`config.mk`:
```
export PLATFORM = sky130hd
export DESIGN_NAME = framebuffer_writer
export DESIGN_NICKNAME = d
export VERILOG_FILES = /design/src/rtl/framebuffer_writer.sv
export SDC_FILE = /design/constraint.sdc
export NUM_CORES = 1
export LEC_CHECK = 0
export CORE_MARGIN = 2
export CORE_UTILIZATION = 55
export CTS_CLUSTER_DIAMETER = 60
export CTS_CLUSTER_SIZE = 12
export DETAILED_ROUTE_END_ITERATION = 10
export HOLD_SLACK_MARGIN = 0.05
export PLACE_DENSITY = 0.89
export SYNTH_ARGS = -nofsm -noshare
export SYNTH_HDL_FRONTEND = slang
export SYNTH_SLANG_ARGS = --single-unit
```
`constraint.sdc`:
```
create_clock -name clk -period 3.6 [get_ports clk]
set_input_delay 0.36 -clock clk [delete_from_list [all_inputs] [get_ports clk]]
set_output_delay 0.36 -clock clk [all_outputs]
set_load 0.05 [all_outputs]
```
`src/rtl/framebuffer_writer.sv`:
```
// rtl/framebuffer_writer.sv - clipped solid-colour rectangle fill into the pixel framebuffer
//
// Purpose: accepts one rectangle fill command at a time, clips it to the
// buffer bounds and emits one framebuffer write per pixel in raster order,
// honouring write backpressure.
//
// Ports:
//   clk, rst           clock (rising edge), asynchronous active-high reset
//   cmd_valid/ready    command handshake
//   cmd_x0, cmd_y0     top-left corner of the rectangle
//   cmd_w, cmd_h       rectangle size in pixels
//   cmd_color          12-bit pixel value {B, G, R}
//   wr_en/ready        framebuffer write handshake
//   wr_addr, wr_data   pixel address (y*BUFFER_WIDTH + x) and value
//   busy               command in progress (DRAW or DONE)
//   done               one-cycle pulse when a command completes
module framebuffer_writer #(
   parameter int BUFFER_WIDTH  = 320,
   parameter int BUFFER_HEIGHT = 240,
   parameter int ADDR_WIDTH    = 32,
   parameter int XW            = $clog2(BUFFER_WIDTH + 1),
   parameter int YW            = $clog2(BUFFER_HEIGHT + 1)
) (
   input  logic                  clk,
   input  logic                  rst,
   input  logic                  cmd_valid,
   output logic                  cmd_ready,
   input  logic [XW-1:0]         cmd_x0,
   input  logic [YW-1:0]         cmd_y0,
   input  logic [XW-1:0]         cmd_w,
   input  logic [YW-1:0]         cmd_h,
   input  logic [11:0]           cmd_color,
   output logic                  wr_en,
   input  logic                  wr_ready,
   output logic [ADDR_WIDTH-1:0] wr_addr,
   output logic [11:0]           wr_data,
   output logic                  busy,
   output logic                  done
);

   localparam int XE = XW + 1;
   localparam int YE = YW + 1;
   localparam int AW = ADDR_WIDTH;

   typedef enum logic [1:0] {
      IDLE = 2'd0,
      DRAW = 2'd1,
      DONE = 2'd2
   } state_t;

   state_t state, state_next;

   logic [XW-1:0] x0_q;
   logic [XW-1:0] cx;
   logic [YW-1:0] cy;
   logic [XE-1:0] x_end;
   logic [YE-1:0] y_end;
   logic [AW-1:0] row_base;
   logic [11:0]   color_q;

   logic          accept;
   logic          empty_cmd;
   logic [XE-1:0] x_sum;
   logic [YE-1:0] y_sum;
   logic [XE-1:0] x_end_clip;
   logic [YE-1:0] y_end_clip;
   logic          handshake;
   logic          row_end;
   logic          last_row;

   // Extra sum bit keeps x0+w / y0+h from wrapping before the clip.
   assign x_sum      = {1'b0, cmd_x0} + {1'b0, cmd_w};
   assign y_sum      = {1'b0, cmd_y0} + {1'b0, cmd_h};
   assign x_end_clip = (x_sum > XE'(BUFFER_WIDTH))  ? XE'(BUFFER_WIDTH)  : x_sum;
   assign y_end_clip = (y_sum > YE'(BUFFER_HEIGHT)) ? YE'(BUFFER_HEIGHT) : y_sum;

   assign empty_cmd = (cmd_w == '0) || (cmd_h == '0) ||
                      ({1'b0, cmd_x0} >= XE'(BUFFER_WIDTH)) ||
                      ({1'b0, cmd_y0} >= YE'(BUFFER_HEIGHT));

   assign accept    = cmd_valid && cmd_ready;
   assign handshake = wr_en && wr_ready;
   assign row_end   = ({1'b0, cx} + XE'(1)) == x_end;
   assign last_row  = ({1'b0, cy} + YE'(1)) == y_end;

   assign wr_addr = row_base + AW'(cx);
   assign wr_data = color_q;

   always_ff @(posedge clk or posedge rst) begin
      if (rst) begin
         state <= IDLE;
      end else begin
         state <= state_next;
      end
   end

   always_comb begin
      state_next = state;
      cmd_ready  = 1'b0;
      wr_en      = 1'b0;
      busy       = 1'b0;
      done       = 1'b0;
      case (state)
         IDLE: begin
            // Held low while rst is asserted so nothing is accepted during reset.
            cmd_ready = !rst;
            if (cmd_valid && !rst) begin
               state_next = empty_cmd ? DONE : DRAW;
            end
         end
         DRAW: begin
            wr_en = 1'b1;
            busy  = 1'b1;
            if (wr_ready && row_end && last_row) begin
               state_next = DONE;
            end
         end
         DONE: begin
            busy       = 1'b1;
            done       = 1'b1;
            state_next = IDLE;
         end
         default: begin
            state_next = IDLE;
         end
      endcase
   end

   always_ff @(posedge clk or posedge rst) begin
      if (rst) begin
         x0_q     <= '0;
         cx       <= '0;
         cy       <= '0;
         x_end    <= '0;
         y_end    <= '0;
         row_base <= '0;
         color_q  <= '0;
      end else if (state == IDLE) begin
         // Empty commands leave the pointers alone so wr_addr never points outside the buffer.
         if (accept && !empty_cmd) begin
            x0_q     <= cmd_x0;
            cx       <= cmd_x0;
            cy       <= cmd_y0;
            x_end    <= x_end_clip;
            y_end    <= y_end_clip;
            row_base <= AW'(cmd_y0) * AW'(BUFFER_WIDTH);
            color_q  <= cmd_color;
         end
      end else if (state == DRAW && handshake) begin
         if (row_end) begin
            cx <= x0_q;
            if (!last_row) begin
               cy       <= cy + YW'(1);
               row_base <= row_base + AW'(BUFFER_WIDTH);
            end
         end else begin
            cx <= cx + XW'(1);
         end
      end
   end

endmodule
```
==> out/results.ini, run 1 <==
[clocking]
cts.hold.buffers_added=0
cts.path.max_buffers=2
post_cts_buffers=0
cts_htree_levels=3
clockRootBuffer=clkbuf_16
numCtsBuffers=9
cts_tree=yes
clock_sinks=85
clk_pin_slew_ns=0.07
clock_latency_ns=0.35

[final_layout]
area_growth_pct=23.2
utilization_pct=69.1
fin_nets=922
drive_gt1_share_pct=7.54
nFillCells=902
diodes=0

[floorplanning]
fp-row-count=39
fp.dieH_um=111
fp.dieW_um=111
initial_utilization_pct=56.0
ios=98
core_area_um2=11300
die_area_um2=12400

[synth]
yosysSeqAreaShare_pct=33.5
ys_top_cells_by_count=nand2_1 (105), dfrtp_1 (85), nor2_1 (49), nand3_1 (40), ha_1 (39)
avgSynthCellArea_um2=8.53
syn-cell-area_um2=6340
ys_seq_elements=85
yosys_warnings=0
synth_cells=744
yosysTopAreaCellShare_pct=33.5
syn_nets=836
synth_most_common_cell=nand2_1
yosysTopAreaCell=dfrtp_1
synth_area_leaders=dfrtp_1 (34%), ha_1 (7.7%), nand2_1 (6.2%), xnor2_1 (5.1%), xor2_1 (4.3%)
synth_top_flop_cell=dfrtp_1
async_reset_ff_share_pct=100
synth_enable_flop_cells=0
ys_types=71

[detailed_routing]
firstDrtPassIters=5
ant_nets=0
wl_per_cell_um=17.7
drtIter0Drc=468
vias_per_cell=6.20
via_count=6061
totalWireLength_um=17300
drc=0

[critical_path]
worstSetupEndpointType=flip-flop
startpoint_type=flip-flop
r2r_cells=9
cp_data_required_time_ns=3.84
critPathMaxFanout=9
cp.arrival_ns=3.71
path_class=reg -> reg

[global_route]
antenna_found_initial=0
grt_usage_pct=28.7
grt_pass1_vias=5927
grt_overflow=0
grt_max_degree=58
grt_pass1_wl_um=29200

[timing]
finalCriticalPeriod_ns=3.46
tightestPinTransition_ns=0.737
maxSlewHeadroom_pct=50.9
final-hold-violation-count=0
setup_viol=0
fin_worst_skew_ns=0.0110
setup_slack_ns=0.136
drv_slew=0
tns_ns=0
rsz0062_at_grt=no
fin_crit_sh_pct=96.2
max_freq_mhz=289

[placed_design]
place_worst_setup_slack_ns=0.207
dp_hpwl_um=12700
port_buffers=97
routabilityCongestion=0.897

[pwr]
max-vdd-ir-drop_uv=883
p_leak_nw=3.44
power_density_nw_per_um2=787

[worst_hold_path]
whs_path_depth=2
min_path_type=reg -> reg

[status]
status=completed

[run]
maxCapViolations=0

per-layer routing:
| metal | vias up | share of wire [%] | track usage [%] | wire length, um |
|---|---|---|---|---|
| li1 | 2854 | - | - | - |
| met1 | 2860 | 41 | 38.2 | 7180 |
| met2 | 293 | 48 | 48.0 | 8280 |
| met3 | 54 | 7.7 | 3.48 | 1330 |
| met4 | 0 | 3.1 | 11.4 | 546 |
| met5 | - | 0 | 0 | 0 |
layout make-up:
cell class / count / area [um2] / share of cell area (%)
repair buffers: 114 / 1100 / 14.1
well taps: 143 / 179 / 2.29
multi-input cells: 595 / 3950 / 50.6
clock inverters: 6 / 134 / 1.71
inverters: 25 / 97.6 / 1.25
flip-flops and latches: 85 / 2130 / 27.2
clock buffers: 10 / 229 / 2.93
stage by stage:
step           cell area [um2]  cells  power [mW]  hold WS [ns]
2_1_floorplan             6350    744        4.04         0.445
3_3_place_gp              7440    962        4.88         0.457
3_5_place_dp              7440    962        4.96         0.465
4_1_cts                   7800    978        6.13         0.481
5_1_grt                   7820    978        6.51         0.498
6_report                  7820    978        6.15         0.472
critical path, cell delays in order, from the launching register on:
cell,delay [ns]
dfrtp_1,0.48
ha_1,0.32
nand3_2,0.15
nor3_1,0.06
nor4_1,0.32
o2111ai_1,0.24
or4b_1,0.76
or4b_4,0.61
mux2i_1,0.17
a21bo_1,0.23
report_power, final:
part	leakage, nW	switching, mW	internal, mW
sequential	1.06	0.472	1.31
combinational	2.21	1.97	1.25
clock	0.177	0.400	0.750
worst paths after layout:
| path | start | to | slack, ns |
|---|---|---|---|
| setup / recovery | cx[0]$_DFFE_PP0P_ | row_base[28]$_DFFE_PP0P_ | 0.14 |
| hold / removal | wr_data[7]$_DFFE_PP0P_ | wr_data[7]$_DFFE_PP0P_ | 0.47 |
| setup reg to reg | cx[0]$_DFFE_PP0P_ | row_base[28]$_DFFE_PP0P_ | 0.14 |
| hold reg to reg | wr_data[7]$_DFFE_PP0P_ | wr_data[7]$_DFFE_PP0P_ | 0.47 |
| max in group asynchronous | rst | cx[4]$_DFFE_PP0P_ | 1.97 |
| min in group asynchronous | rst | row_base[28]$_DFFE_PP0P_ | 0.54 |
placed cells by master, fill, tap and decap left out, drive strengths merged, types with 6 or more instances in the layout:
master,n
nor2b,10
nand2b,10
a21boi,8
ha,39
xnor2,38
clkdlybuf4s50,81
nand4,15
nor2,49
xor2,31
o22a,6
o21ai,33
mux2i,9
clkbuf,10
a21o,8
nor3,22
nand2,105
dfrtp,85
nor4,7
or3,8
inv,25
a21oi,38
or4,7
buf,26
and3,12
o211ai,10
o31ai,10
a31oi,10
nand3,41
a22o,6
cells by family (layout without fill, tap and decap cells):
| kind of cell | after synthesis | count (layout) | share of synthesized area (%) |
|---|---|---|---|
| simple gates | 301 | 301 | 23.6 |
| compound gates | 170 | 170 | 18.2 |
| flops | 85 | 85 | 33.5 |
| xor+xnor | 69 | 69 | 9.65 |
| buf+inv | 64 | 155 | 4.30 |
| fa+ha+maj | 42 | 42 | 8.64 |
| mux | 12 | 12 | 1.95 |
| other cells | 1 | 1 | 0.0591 |
what timing repair did:
item,CTS,global route
endpoints found under the hold margin,0,0
gates resized for setup,2,5
endpoints found under the setup margin,2,5
state kept, by name, indices dropped and copies added, names as in the netlist:
register,cells
row_base,26
wr_data,12
x_end,10
cx,9
x0_q,9
y_end,9
cy,8
state,2
Note: power is estimated with default switching activity, not from simulation.
==> run 2, diff against run 1 <==
--- a/config.mk
+++ b/config.mk
@@ -6,12 +6,13 @@
 export NUM_CORES = 1
 export LEC_CHECK = 0
 export CORE_MARGIN = 2
-export CORE_UTILIZATION = 55
+export CORE_UTILIZATION = 58
 export CTS_CLUSTER_DIAMETER = 60
 export CTS_CLUSTER_SIZE = 12
 export DETAILED_ROUTE_END_ITERATION = 10
+export DONT_BUFFER_PORTS = 1
 export HOLD_SLACK_MARGIN = 0.05
-export PLACE_DENSITY = 0.89
+export PLACE_DENSITY = 0.82
 export SYNTH_ARGS = -nofsm -noshare
 export SYNTH_HDL_FRONTEND = slang
 export SYNTH_SLANG_ARGS = --single-unit
==> out/results.ini, run 2 (synthesis gave the netlist of run 1 again) <==
[global_route]
grt_max_degree=68
grt_overflow=0
grt_usage_pct=30.6
grt_pass1_wl_um=28400
antenna_found_initial=0
grt_pass1_vias=5774

[pwr]
power_density_nw_per_um2=783
seqPwrFrac_pct=38.0
power_mw=5.39
combPwrFrac_pct=48.7
p_sw_mw=2.79
max-vdd-ir-drop_uv=715
p_leak_nw=3.02
p_sw_share_pct=51.7
clkPwrFrac_pct=13.3
p_int_mw=2.61

[detailed_routing]
firstDrtPassIters=7
drtIter0Drc=509
vias_per_cell=6.37
totalWireLength_um=17000
ant_nets=0
wl_per_cell_um=18.8
drc=0
via_count=5755

[clocking]
cts_htree_levels=3
clk_pin_slew_ns=0.09
numCtsBuffers=9
clock_sinks=85
post_cts_buffers=0
clock_latency_ns=0.38
clockRootBuffer=clkbuf_8
cts.path.max_buffers=2
cts_tree=yes

[worst_hold_path]
min_path_type=in -> reg
whs_path_depth=2
min_to=x0_q[3]$_DFFE_PP0P_
min-delay-start=cmd_x0[3]

[floorplanning]
ios=98
fp.dieW_um=109
fp-row-count=38
fp.dieH_um=109
initial_utilization_pct=59.0
die_area_um2=11800
core_area_um2=10700

[final_layout]
layout.cells.most_common=nand2_1
fin_nets=851
drive_gt1_share_pct=10.3
area_growth_pct=8.62
largest-register=row_base
diodes=0
largest_reg_flops=26
final_cell_mix=nand2_1 (104), dfrtp_1 (85), nor2_1 (49)

[timing]
drv_slew=0
setup_viol=0
setup_slack_ns=0.242
rsz0062_at_grt=no
final-hold-violation-count=0
maxSlewHeadroom_pct=26.4
fin_crit_sh_pct=93.3
tns_ns=0
fin_worst_skew_ns=0.0135
finalCriticalPeriod_ns=3.36
tightestPinTransition_ns=1.10
max_freq_mhz=298

[run]
maxCapViolations=0

[placed_design]
place_worst_setup_slack_ns=0.370
port_buffers=0
dp_hpwl_um=12700
routabilityCongestion=0.905

[critical_path]
r2r-end=row_base[28]$_DFFE_PP0P_
r2r-start=cx[1]$_DFFE_PP0P_
critPathMaxFanout=8
cp.arrival_ns=3.00
startpoint_type=flip-flop
worstSetupEndpointType=output pin
path_class=reg -> out
worst-r2r-setup-slack_ns=0.30
r2r_cells=9
cp_data_required_time_ns=3.24

[status]
status=completed

==> run 2: changes by cell type in the layout (fill, tap and decap cells not counted), moves of 2 or more <==
| cell | change |
|---|---|
| clkdlybuf4s50_1 | -81 |
| buf_4 | +16 |
| clkbuf_8 | +10 |
| clkbuf_16 | -9 |
| dlymetal6s2s_1 | -5 |
| bufinv_16 | -3 |
| clkinvlp_4 | +2 |
| dlygate4sd2_1 | -2 |
==> run 2: how the worst max path moves through the flow <==
stage                       from                       end  slack [ns]
6_report       cx[7]$_DFFE_PP0P_               wr_addr[28]        0.24
5_1_grt        cx[7]$_DFFE_PP0P_               wr_addr[28]        0.05
4_1_cts        cx[7]$_DFFE_PP0P_               wr_addr[28]        0.27
3_5_place_dp   cx[1]$_DFFE_PP0P_  row_base[28]$_DFFE_PP0P_        0.37
3_3_place_gp   cx[5]$_DFFE_PP0P_  row_base[28]$_DFFE_PP0P_        0.40
2_1_floorplan                rst  row_base[22]$_DFFE_PP0P_        0.39
==> run 2: power groups by stage <==
stage	sequential (mW)	clock (mW)	combinational, mW
floorplan	1.80	0	2.24
global placement	2.03	0	2.53
detailed placement	2.05	0	2.60
CTS	2.03	0.717	2.62
global route	2.10	0.763	2.88
finish	2.05	0.715	2.63
==> run 2: cell type report <==
cell class                 instances  area, um2
tap                              140        175
fill                             946       3850
sequential                        85       2130
clock inverter                     5       58.8
clock buffer                      11        141
timing repair buffer              43        338
inverter                          25       97.6
multi-input combinational        595       3950
==> run 2: stage by stage <==
stage | hold slack, ns | area (um2) | util (%) | std cells
2_1_floorplan | 0.445 | 6350 | - | 744
3_3_place_gp | 0.365 | 6680 | 62.2 | 887
3_5_place_dp | 0.368 | 6680 | 62.2 | 887
4_1_cts | 0.0735 | 6890 | 64.1 | 904
5_1_grt | 0.0694 | 6890 | 64.1 | 904
6_report | 0.0796 | 6890 | 64.1 | 904
==> run 2: per-layer routing <==
layer  track usage [%]  wire (um)  up-vias
met1              41.7       7580     2776
met4              10.5        414        0
li1                  -          -     2695
met5                 0          0        -
met3              6.09       1270       44
met2              48.8       7770      240
==> run 2: what timing repair did <==
| item | 4_1_cts | 5_1_grt |
|---|---|---|
| endpoints found under the setup margin | 0 | 0 |
| hold endpoints to repair | 19 | 0 |
| hold buffers | 1 | 0 |
| gates resized for setup | 0 | 0 |
==> run 2: worst max-delay path: stages (launching register included) <==
cell      delay, ns
dfrtp_1        0.48
ha_1           0.40
a21o_1         0.14
a21oi_1        0.13
a21boi_0       0.50
and2_1         0.41
nand4_1        0.16
xnor2_1        0.18
buf_4          0.22
==> run 3, diff against run 2 <==
--- a/config.mk
+++ b/config.mk
@@ -12,7 +12,7 @@
 export DETAILED_ROUTE_END_ITERATION = 10
 export DONT_BUFFER_PORTS = 1
 export HOLD_SLACK_MARGIN = 0.05
-export PLACE_DENSITY = 0.82
+export PLACE_DENSITY = 0.84
 export SYNTH_ARGS = -nofsm -noshare
 export SYNTH_HDL_FRONTEND = slang
 export SYNTH_SLANG_ARGS = --single-unit
==> constraint.sdc (replaced) <==
create_clock -name clk -period 2.9 [get_ports clk]
set_input_delay 0.29 -clock clk [delete_from_list [all_inputs] [get_ports clk]]
set_output_delay 0.29 -clock clk [all_outputs]
set_load 0.05 [all_outputs]
==> out/results.ini, run 3 (synthesis gave the netlist of run 1 again) <==
[final_layout]
stdcell_count=952
largest-register=row_base
utilization_pct=70.4
layout.cells.most_common=nand2_1
area_growth_pct=19.3
fin_nets=899
fin_area_um2=7570
largest_reg_flops=26
diodes=0
drive_gt1_share_pct=17.0
final_cell_mix=nand2_1 (104), dfrtp_1 (82), buf_4 (64)

[floorplanning]
fp-row-count=38
ios=98
die_area_um2=11800
core_area_um2=10700
initial_utilization_pct=59.0
fp.dieW_um=109
fp.dieH_um=109

[timing]
finalCriticalPeriod_ns=2.93
tightestPinTransition_ns=1.10
max_freq_mhz=342
setup_slack_ns=-0.0278
maxSlewHeadroom_pct=25.9
fin_crit_sh_pct=101
tns_ns=-0.0366
final-hold-violation-count=0
rsz0062_at_grt=yes
setup_viol=2
drv_slew=0
holdWs_ns=0.0586
fin_worst_skew_ns=0.0122

[detailed_routing]
ant_nets=0
via_count=6284
totalWireLength_um=18800
drc=0
wl_per_cell_um=19.8
vias_per_cell=6.60
firstDrtPassIters=5
drtIter0Drc=687

[placed_design]
port_buffers=0
place_area_um2=7060
place_worst_setup_slack_ns=-0.0218
routabilityCongestion=1.05
dp_hpwl_um=13500
placed_cells=913

[global_route]
grt_pass1_vias=6099
grt_overflow=0
grt_usage_pct=32.3
grt_max_degree=75
antenna_found_initial=0
grt_pass1_wl_um=29800

[clocking]
cts.path.max_buffers=2
cts_htree_levels=3
clock_sinks=85
clock_latency_ns=0.38
cts_tree=yes
clockRootBuffer=clkbuf_8
clk_pin_slew_ns=0.10
numCtsBuffers=9

[pwr]
p_leak_nw=3.34
max-vdd-ir-drop_uv=1190
power_density_nw_per_um2=953
power_mw=7.22

[worst_hold_path]
min_path_type=in -> reg

[critical_path]
path_cells=ha_4 > nand3_4 > nor3_1 > nor4_1 > o2111ai_1 > or4b_4 > or4b_4 > mux2i_1 > a21bo_1
crit_family=simple AND/OR/NAND/NOR gates
timing.critical_path.slowest_cell_delay_ns=0.59
cp_data_required_time_ns=3.18
cp.arrival_ns=3.21
critPathMaxFanout=5
path_class=reg -> reg
crit_top_cell=or4b_4
startpoint_type=flip-flop
crit_path_top_delay_cell=or4b_4
worstSetupEndpointType=flip-flop
cp_num_buf_inv=0

[run]
maxCapViolations=0

[status]
status=finished with violations
violations=negative setup slack

==> run 3: cell count changes in the layout (fill, tap and decap cells not counted), moves of 4 or more <==
cell / delta
xnor2_2: +7
xnor2_1: -8
dlygate4sd3_1: +16
buf_12: +7
nor3_1: -4
buf_4: +23
==> run 3: layer usage <==
layer	track usage, %	routed length, um	vias to the layer above
met5	0	0	-
met4	11.8	501	0
met3	6.93	1860	54
met2	53.2	9120	409
met1	41.9	7330	3034
li1	-	-	2787
==> run 3: timing repair <==
action                     in CTS  in global routing
hold endpoints to repair       28                  0
resized for setup               5                 20
setup endpoints to repair      18                 42
pin swaps                       0                 10
hold buffers                   17                  0
buffers inserted                0                  6
==> run 3: path summary, 6_finish.rpt <==
check / cells after the start / start / slack (ns) / endpoint
setup / recovery: 9 / cx[1]$_DFFE_PP0P_ / -0.03 / row_base[28]$_DFFE_PP0P_
hold / removal: 2 / cmd_x0[8] / 0.06 / x0_q[8]$_DFFE_PP0P_
setup reg to reg: 9 / cx[1]$_DFFE_PP0P_ / -0.03 / row_base[28]$_DFFE_PP0P_
hold reg to reg: 2 / x0_q[7]$_DFFE_PP0P_ / 0.49 / x0_q[7]$_DFFE_PP0P_
max in group asynchronous: 4 / rst / 1.20 / cy[0]$_DFFE_PP0P_
min in group asynchronous: 3 / rst / 0.47 / row_base[20]$_DFFE_PP0P_
==> run 3: layout make-up <==
class / count / area (um2)
Multi-Input combinational cell: 595 / 4140
Fill cell: 783 / 3180
Sequential cell: 85 / 2130
Timing Repair Buffer: 91 / 833
Tap cell: 140 / 175
Clock buffer: 10 / 128
Inverter: 25 / 97.6
Clock inverter: 6 / 70.1
==> run 3: where the power goes <==
part / total, mW / switching (mW) / internal [mW]
Combinational: 3.85 / 2.36 / 1.49
Sequential: 2.49 / 0.863 / 1.62
Clock: 0.877 / 0.469 / 0.408
==> patch, RTL diff (settings of run 2) <==
Change the parameter `BUFFER_HEIGHT` from 240 to 120.
--- a/src/rtl/framebuffer_writer.sv
+++ b/src/rtl/framebuffer_writer.sv
@@ -18,3 +18,3 @@
    parameter int BUFFER_WIDTH  = 320,
-   parameter int BUFFER_HEIGHT = 240,
+   parameter int BUFFER_HEIGHT = 120,
    parameter int ADDR_WIDTH    = 32,
Interface: changed (resized cmd_h and cmd_y0); port bits go from 98 to 96. The function was not compared with the original's and may differ.
==> patch against run 2 <==
Highest routed layer unchanged; design area is 2.3% lower; power is 1.5% lower; first-iteration DRC count is 1.2% lower; sequential cell count is 2 lower; wire length is 4.7% lower; synthesized cell count is 3.5% lower; hold slack better by 11 ps; count of clock-buffer cells in the layout is 1 higher; clock power is 9.7% higher; largest cell class unchanged; area after synthesis is 2.9% lower; worst setup slack better by 12 ps.
==> patch: results (changes against run 2) <==
[run_status]
status=complete, no violations

[synthesis]
ys.flop_type=dfrtp_1
yosys_warnings=0  ; unchanged
post_synth_num_cell_types=72  ; +1.4%
syn_avg_cell_area_um2=8.58  ; +0.64%
ys_seq_area_share_pct=33.7  ; +0.18 points
netlist_top_cells_count=126 x nand2_1, 83 x dfrtp_1, 41 x nor2_1
synth_nets=805  ; -3.7%
netlist_top_cells_area=dfrtp_1 34%, nand2_1 7.7%, ha_1 7.3%

[finish]
drive_above_1_share_pct=10.3  ; -0.056 points
nFillCells=854  ; -9.7%
final_nets=821  ; -3.5%
insertedDiodeCount=0  ; unchanged
syn_to_final_growth_pct=9.24

[placement]
dpl.cell_count=859  ; -3.2%
routabilityCongestion=0.933  ; +3.1%
port_buffers=0  ; unchanged
placed_area_um2=6500  ; -2.7%
dp_hpwl_mm=11.9  ; -6.0%

[setup_path]
slowest_stage=dfrtp_1
path_max_fanout=6  ; -2
critPathTopFamily=simple AND/OR/NAND/NOR gates
r2r_cells=10  ; +1
critPathArrivalTime_ps=2990  ; about the same
max_stage_delay_ps=480  ; -20 ps

[cts]
cts_max_path_buffers=2  ; unchanged
clock_latency_ps=370
clk_pin_slew_ps=90  ; about the same
clockRootBuffer=clkbuf_8

[route]
drtIter0Drc=503  ; -1.2%
vias=5657  ; -1.7%
wl_per_cell_um=18.6  ; -1.5%
viasPerCell=6.47  ; +1.6%
drtPass1Iterations=5  ; -2

[sta]
finClkSkew_ps=12.6  ; -0.879 ps
worst_pin_slew_ps=1170  ; +75.9 ps

[power]
peakVddDrop_mv=0.599  ; -16%
leakage_nw=3.00  ; -0.89%

[global_routing]
grtUsageTotal_pct=28.8  ; -1.9 points
grt_pass1_vias=5405  ; -6.4%
grt_max_degree=69  ; +1.5%
grt_pass1_wl_mm=26.3  ; -7.2%
grt_overflow=0  ; unchanged

-- patch: worst paths after layout --
check	startpoint	to	slack [ps]
hold reg to reg	x0_q[6]	x0_q[6]	480
hold / removal	cmd_color[4]	wr_data[4]	90
setup / recovery	cx[7]	wr_addr[23]	250
max in group asynchronous	rst	row_base[11]	2600
setup reg to reg	cx[1]	row_base[9]	480
min in group asynchronous	rst	wr_data[0]	100
-- patch: cell type report --
cell class	instances	area share, %
tap	136	2.53
clock inverter	4	1.08
clock buffer	12	2.31
inverter	23	1.30
timing repair buffer	41	4.76
sequential	83	30.9
multi-input combinational	576	57.2
-- patch: repair_timing --
item                                    4_1_cts  5_1_grt
resized for setup                             0        1
endpoints found under the setup margin        0        2
buffers inserted                              0        0
-- patch: kinds of logic (layout without fill, tap and decap cells) --
family | count (synthesis) | in the layout | share of synthesized area [%]
and+or+nand+nor | 315 | 315 | 25.2
AOI/OAI and AO/OA | 143 | 143 | 16.8
other | 1 | 1 | 0.0609
muxes | 22 | 22 | 3.59
DFF | 83 | 83 | 33.7
buffers and inverters | 59 | 80 | 3.92
xor gates and xnor gates | 56 | 56 | 8.41
adders and majority gates | 39 | 39 | 8.29
-- patch: power by group --
group	switching (mW)	internal (mW)	leakage [nW]
Combinational	1.64	0.950	1.84
Clock	0.355	0.428	0.113
Sequential	0.679	1.26	1.05
Total	2.67	2.64	3.00
-- patch: layer usage --
metal / wire length, um / vias to the layer above / track usage (%)
met5: 0 / - / 0
met4: 384 / 0 / 9.83
met3: 1290 / 34 / 5.65
met2: 7710 / 279 / 46.7
met1: 6860 / 2725 / 38.6
li1: - / 2619 / -
-- patch: per-stage QoR --
step	setup WS, ps	hold WS [ps]
after floorplan	549	445
after global placement	663	461
after detailed placement	533	464
after CTS	124	84.9
after global routing	163	90.1
final	253	90.4
